**src/rtl/display_convert_ctrl.sv**
```systemverilog
// rtl/display_convert_ctrl.sv - binary-to-BCD sequencing controller for the six-digit display
// Iterative double-dabble conversion with atomic digit commit, pending start and auto-sample trigger.
module display_convert_ctrl #(
    parameter int WIDTH         = 17,
    parameter int SAMPLE_CYCLES = 50000
) (
    input  logic             clk,
    input  logic             reset_n,
    input  logic [WIDTH-1:0] value_in,
    input  logic             start,
    input  logic             auto_en,
    input  logic             blank_en,
    output logic             busy,
    output logic             done,
    output logic [3:0]       digit0,
    output logic [3:0]       digit1,
    output logic [3:0]       digit2,
    output logic [3:0]       digit3,
    output logic [3:0]       digit4,
    output logic [3:0]       digit5,
    output logic [5:0]       blank_mask
);

    localparam int BCD_W = 24;
    localparam int SR_W  = BCD_W + WIDTH;
    localparam int TW    = $clog2(SAMPLE_CYCLES);

    typedef enum logic [1:0] {S_IDLE, S_SHIFT, S_COMMIT} state_t;

    state_t            state_q, state_d;
    logic [SR_W-1:0]   sr_q, sr_d;
    logic [4:0]        cnt_q, cnt_d;
    logic              pending_q, pending_d;
    logic [WIDTH-1:0]  last_q, last_d;
    logic [TW-1:0]     tick_q, tick_d;
    logic [BCD_W-1:0]  digits_q, digits_d;
    logic [5:0]        mask_q, mask_d;
    logic              done_q, done_d;

    logic              tick;
    logic              trigger;
    logic [SR_W-1:0]   sr_adj;
    logic [BCD_W-1:0]  bcd;
    logic [5:0]        mask_new;
    logic              all_zero;

    assign tick    = (tick_q == TW'(SAMPLE_CYCLES - 1));
    assign trigger = start | pending_q | (auto_en & tick & (value_in != last_q));
    assign bcd     = sr_q[SR_W-1 -: BCD_W];
    assign tick_d  = tick ? '0 : tick_q + 1'b1;

    // Add-3 correction on every BCD nibble before the shift.
    always_comb begin
        sr_adj = sr_q;
        for (int i = 0; i < 6; i++) begin
            if (sr_q[WIDTH+4*i +: 4] >= 4'd5)
                sr_adj[WIDTH+4*i +: 4] = sr_q[WIDTH+4*i +: 4] + 4'd3;
        end
    end

    // A digit blanks only while it and everything above it is zero; ones digit always shown.
    always_comb begin
        mask_new = '0;
        all_zero = 1'b1;
        for (int i = 5; i >= 1; i--) begin
            all_zero    = all_zero & (bcd[4*i +: 4] == 4'd0);
            mask_new[i] = blank_en & all_zero;
        end
    end

    always_comb begin
        state_d   = state_q;
        sr_d      = sr_q;
        cnt_d     = cnt_q;
        pending_d = pending_q;
        last_d    = last_q;
        digits_d  = digits_q;
        mask_d    = mask_q;
        done_d    = 1'b0;
        case (state_q)
            S_IDLE: begin
                if (trigger) begin
                    sr_d      = {{BCD_W{1'b0}}, value_in};
                    last_d    = value_in;
                    cnt_d     = '0;
                    pending_d = 1'b0;
                    state_d   = S_SHIFT;
                end
            end
            S_SHIFT: begin
                sr_d  = sr_adj << 1;
                cnt_d = cnt_q + 5'd1;
                if (cnt_q == 5'(WIDTH - 1))
                    state_d = S_COMMIT;
                if (start)
                    pending_d = 1'b1;
            end
            S_COMMIT: begin
                digits_d = bcd;
                mask_d   = mask_new;
                done_d   = 1'b1;
                state_d  = S_IDLE;
                if (start)
                    pending_d = 1'b1;
            end
            default: state_d = S_IDLE;
        endcase
    end

    always_ff @(posedge clk or negedge reset_n) begin
        if (!reset_n) begin
            state_q   <= S_IDLE;
            sr_q      <= '0;
            cnt_q     <= '0;
            pending_q <= 1'b0;
            last_q    <= '0;
            tick_q    <= '0;
            digits_q  <= '0;
            mask_q    <= '0;
            done_q    <= 1'b0;
        end else begin
            state_q   <= state_d;
            sr_q      <= sr_d;
            cnt_q     <= cnt_d;
            pending_q <= pending_d;
            last_q    <= last_d;
            tick_q    <= tick_d;
            digits_q  <= digits_d;
            mask_q    <= mask_d;
            done_q    <= done_d;
        end
    end

    assign busy       = (state_q != S_IDLE);
    assign done       = done_q;
    assign digit0     = digits_q[3:0];
    assign digit1     = digits_q[7:4];
    assign digit2     = digits_q[11:8];
    assign digit3     = digits_q[15:12];
    assign digit4     = digits_q[19:16];
    assign digit5     = digits_q[23:20];
    assign blank_mask = mask_q;

endmodule

```
**config.mk**
```make
export PLATFORM = sky130hd
export DESIGN_NAME = display_convert_ctrl
export DESIGN_NICKNAME = d
export VERILOG_FILES = /design/src/rtl/display_convert_ctrl.sv
export SDC_FILE = /design/constraint.sdc
export NUM_CORES = 1
export LEC_CHECK = 0
export CORE_MARGIN = 2
export CORE_UTILIZATION = 55
export CTS_CLUSTER_DIAMETER = 200
export DETAILED_ROUTE_END_ITERATION = 6
export PLACE_DENSITY = 0.82
export REMOVE_ABC_BUFFERS = 1
export SYNTH_ARGS = -nofsm -noshare
export SYNTH_HDL_FRONTEND = slang
export SYNTH_SLANG_ARGS = --single-unit
```
**constraint.sdc**
```tcl
create_clock -name clk -period 2.72 [get_ports clk]
set_clock_uncertainty 0.15 [all_clocks]
set_input_delay 0.544 -clock clk [delete_from_list [all_inputs] [get_ports clk]]
set_output_delay 0.544 -clock clk [all_outputs]
set_load 0.005 [all_outputs]
```
==> impl_metrics.tcl <==
set metrics [dict create \
    layout_commonest_cell "sky130_fd_sc_hd__dfrtp_1" \
    static_power_due_to_leakage_nw 3.157 \
    cts_inserted_buffers 9 \
    finish.net_count 608 \
    die_width_um 106.1 \
    final.period_utilization_pct 98.37 \
    antenna_found_initial 0 \
    antenna_left 0 \
    power.switching_mw 1.961 \
    synth_area_per_cell_um2 11.80 \
    ys_seq_elements 112 \
    hold_viol_final 0 \
    floorplan.initialDensity_pct 56.07 \
    drt-total-wl_mm 11.38 \
    clk_root_buffer_cell "sky130_fd_sc_hd__clkbuf_8" \
    yosysWarnings 0 \
    combined_global_route_utilization_of_all_metal_layers_pct 21.40 \
    pre_cts_ws_ns -0.3476 \
    status "completed" \
    setup.worst_path.start_class "input port" \
    worst-slew-pin-transition_ns 0.8667 \
    yosys.area.top_type_share_pct 48.85 \
    grt_remaining_overflow 0 \
    synth_area_mm2 0.005737 \
    via_count_of_the_first_global_routing_pass 4019 \
    placement_rows 37 \
    drt_iter0_markers 198 \
    htree_levels 3 \
    share_comb_of_total_power_pct 41.9 \
    post_synth_main_area_contributors "sky130_fd_sc_hd__dfrtp_1, sky130_fd_sc_hd__mux2_2, sky130_fd_sc_hd__ha_1, sky130_fd_sc_hd__mux2_4, sky130_fd_sc_hd__xor2_1" \
    cts_max_path_buffers 2 \
    p_int_mw 4.083 \
    post_cts_sizing 0 \
    hold_worst_slack_ns 0.3493 \
    critPathRequiredTime_ns 2.85 \
    cpMaxStageDelayCell "sky130_fd_sc_hd__clkdlybuf4s50_1" \
    switching_share_pct 32.45 \
    list_of_cells_traversed_by_the_critical_path "clkdlybuf4s50_1 > xor2_1 > nor4_1 > nand3_1 > o211a_4 > o31a_2 > buf_4 > mux2_4" \
    grt_setup_unrepaired "no" \
    synth_ff_type "sky130_fd_sc_hd__dfrtp_1" \
    worst-r2r-cell-count 7 \
    post-route-worst-setup-slack_ns 0.04425 \
    synthDominantAreaCellType "sky130_fd_sc_hd__dfrtp_1" \
    vias 3952 \
    overall_power_consumption_mw 6.044 \
    yosysSeqAreaShare_pct 48.85 \
    cts_post_setup_buffers_inserted 0 \
    syn2layout_area_growth_pct 18.89 \
    cpPeakStageDelay_ns 0.45 \
    end_kind "flop" \
    power-per-cell-area_mw_per_mm2 886.2 \
    clock_input_transition_at_the_sequential_cells_of_the_worst_setup_and_hold_paths_ns 0.11 \
    timing.critical_path.arrival_ns 2.80 \
    fmaxAchievable_ghz 0.3737 \
    syn-instance-count 486 \
    largest_net_degree_at_the_start_of_global_routing 63 \
    layout-drive-gt1-share_pct 23.06 \
    critical_path.max_fanout 9 \
    totalNegativeSetupSlack_ns 0 \
    seq_power_share_pct 39.4 \
    p_clk_share_pct 18.7 \
    die-height_um 106.1 \
    pre_antenna_drt_iters 4 \
    postSynth.asyncResetShare_pct 100.0 \
    worst_slew_margin_rel_pct 41.74 \
    worstHoldPathType "flop to flop" \
    wl_per_cell_um 16.16 \
    clk-insertion-delay-late_ns 0.38 \
    dieArea_mm2 0.01126 \
    routabilityCongestion 0.8571 \
    cts_tree "done" \
    final_setup_fails 0 \
    hold-path-cell-count 1 \
    max-vdd-ir-drop_v 0.0005647 \
    core_area_mm2 0.01023 \
    synth.lib_cells_used.distinct 50 \
    slew_violations 0 \
    dp.final_hpwl_mm 8.213 \
    path_class "input port to flop" \
    vias_per_cell 5.614 \
    synth_edf_count 0 \
    place.port_buffers 52 \
    remaining_drc_errors 0 \
    cts_sinks 112 \
    maxCapViolations 0 \
    utilization_pct 66.66 \
    num_io_pins 54 \
    layout_common_cells "sky130_fd_sc_hd__dfrtp_1, sky130_fd_sc_hd__mux2_2, sky130_fd_sc_hd__clkdlybuf4s50_1" \
    finalCriticalPeriod_ns 2.676 \
    grt_first_pass_wirelength_mm 19.28 \
    num_antenna_cells 0 \
]
==> repair_timing <==
item / in CTS / in global routing
hold buffers: 1 / 0
setup endpoints to repair: 0 / 4
hold endpoints to repair: 22 / 0
==> per-stage QoR <==
step           instance area, um^2  std cells
2_1_floorplan                 5602        466
3_3_place_gp                  6579        687
3_5_place_dp                  6579        687
4_1_cts                       6820        704
5_1_grt                       6820        704
6_report                      6820        704
==> flip-flops by register name, summed over array words and instances (netlist names), 2 cells and up <==
name        count
sr_q           41
digits_q       24
last_q         17
tick_q         16
blank_mask      5
cnt_q           5
state_q         2
==> cell type report <==
cell class | count | area [um^2]
fill | 743 | 3411
inverter | 31 | 116.4
clock inverter | 4 | 76.32
timing repair buffer | 86 | 813.3
clock buffer | 12 | 155.1
tap | 136 | 170.2
sequential | 112 | 2803
multi-input combinational | 323 | 2686
==> cell usage after synthesis (10+ instances only) <==
| cell | n |
|---|---|
| sky130_fd_sc_hd__nor2_1 | 20 |
| sky130_fd_sc_hd__nor3_1 | 10 |
| sky130_fd_sc_hd__mux2_2 | 57 |
| sky130_fd_sc_hd__mux2i_1 | 12 |
| sky130_fd_sc_hd__dfrtp_1 | 112 |
| sky130_fd_sc_hd__nand2_1 | 32 |
| sky130_fd_sc_hd__a31oi_1 | 10 |
| sky130_fd_sc_hd__nand3_1 | 21 |
| sky130_fd_sc_hd__mux2_4 | 16 |
| sky130_fd_sc_hd__inv_1 | 30 |
| sky130_fd_sc_hd__o21ai_0 | 15 |
| sky130_fd_sc_hd__clkbuf_1 | 12 |
| sky130_fd_sc_hd__xnor2_1 | 14 |
| sky130_fd_sc_hd__xor2_1 | 24 |
| sky130_fd_sc_hd__ha_1 | 23 |
==> path summary, 6_finish.rpt <==
path                              start      endpoint  slack, ns
min in group asynchronous       reset_n  digits_q[14]       0.43
setup reg to reg             tick_q[11]      sr_q[40]       0.15
setup / recovery           value_in[11]      sr_q[13]       0.04
hold reg to reg               tick_q[0]     tick_q[0]       0.35
max in group asynchronous       reset_n    state_q[0]       1.29
hold / removal                tick_q[0]     tick_q[0]       0.35
==> cell families (layout without fill, tap and decap cells) <==
group	count (synthesis)	after routing	synth area share, %
multiplexers	86	86	17.67
XOR/XNOR	38	38	5.802
AO/OA/AOI/OAI	64	64	8.397
other	1	1	0.06537
flip-flops	112	112	48.85
buffers and inverters	51	133	4.384
AND/OR/NAND/NOR	111	111	9.815
adder cells (fa/ha/maj)	23	23	5.016
==> power by group through the flow <==
stage	clock [mW]	combinational, mW	sequential [mW]
after floorplan	0	1.63	2.34
after global placement	0	2.45	2.38
after detailed placement	0	2.55	2.41
after CTS	1.15	2.56	2.38
after global routing	1.22	2.73	2.43
final	1.13	2.54	2.38
==> worst max-delay path, delay by kind of cell <==
| family | cells | cell delay, ns |
|---|---|---|
| XOR/XNOR | 1 | 0.18 |
| multiplexers | 1 | 0.31 |
| AND/OR/NAND/NOR | 2 | 0.51 |
| buffers and inverters | 2 | 0.65 |
| AO/OA/AOI/OAI | 2 | 0.62 |
==> layer usage <==
metal  part of all wire, %  global-route usage [%]  vias up
met5                     0                       0        -
met4                   1.9                   7.425        0
met3                   2.9                   3.801       18
met2                    50                   35.99       73
met1                    45                   27.97     2005
li1                      -                       -     1856
Note: power is estimated with default switching activity, not from simulation.
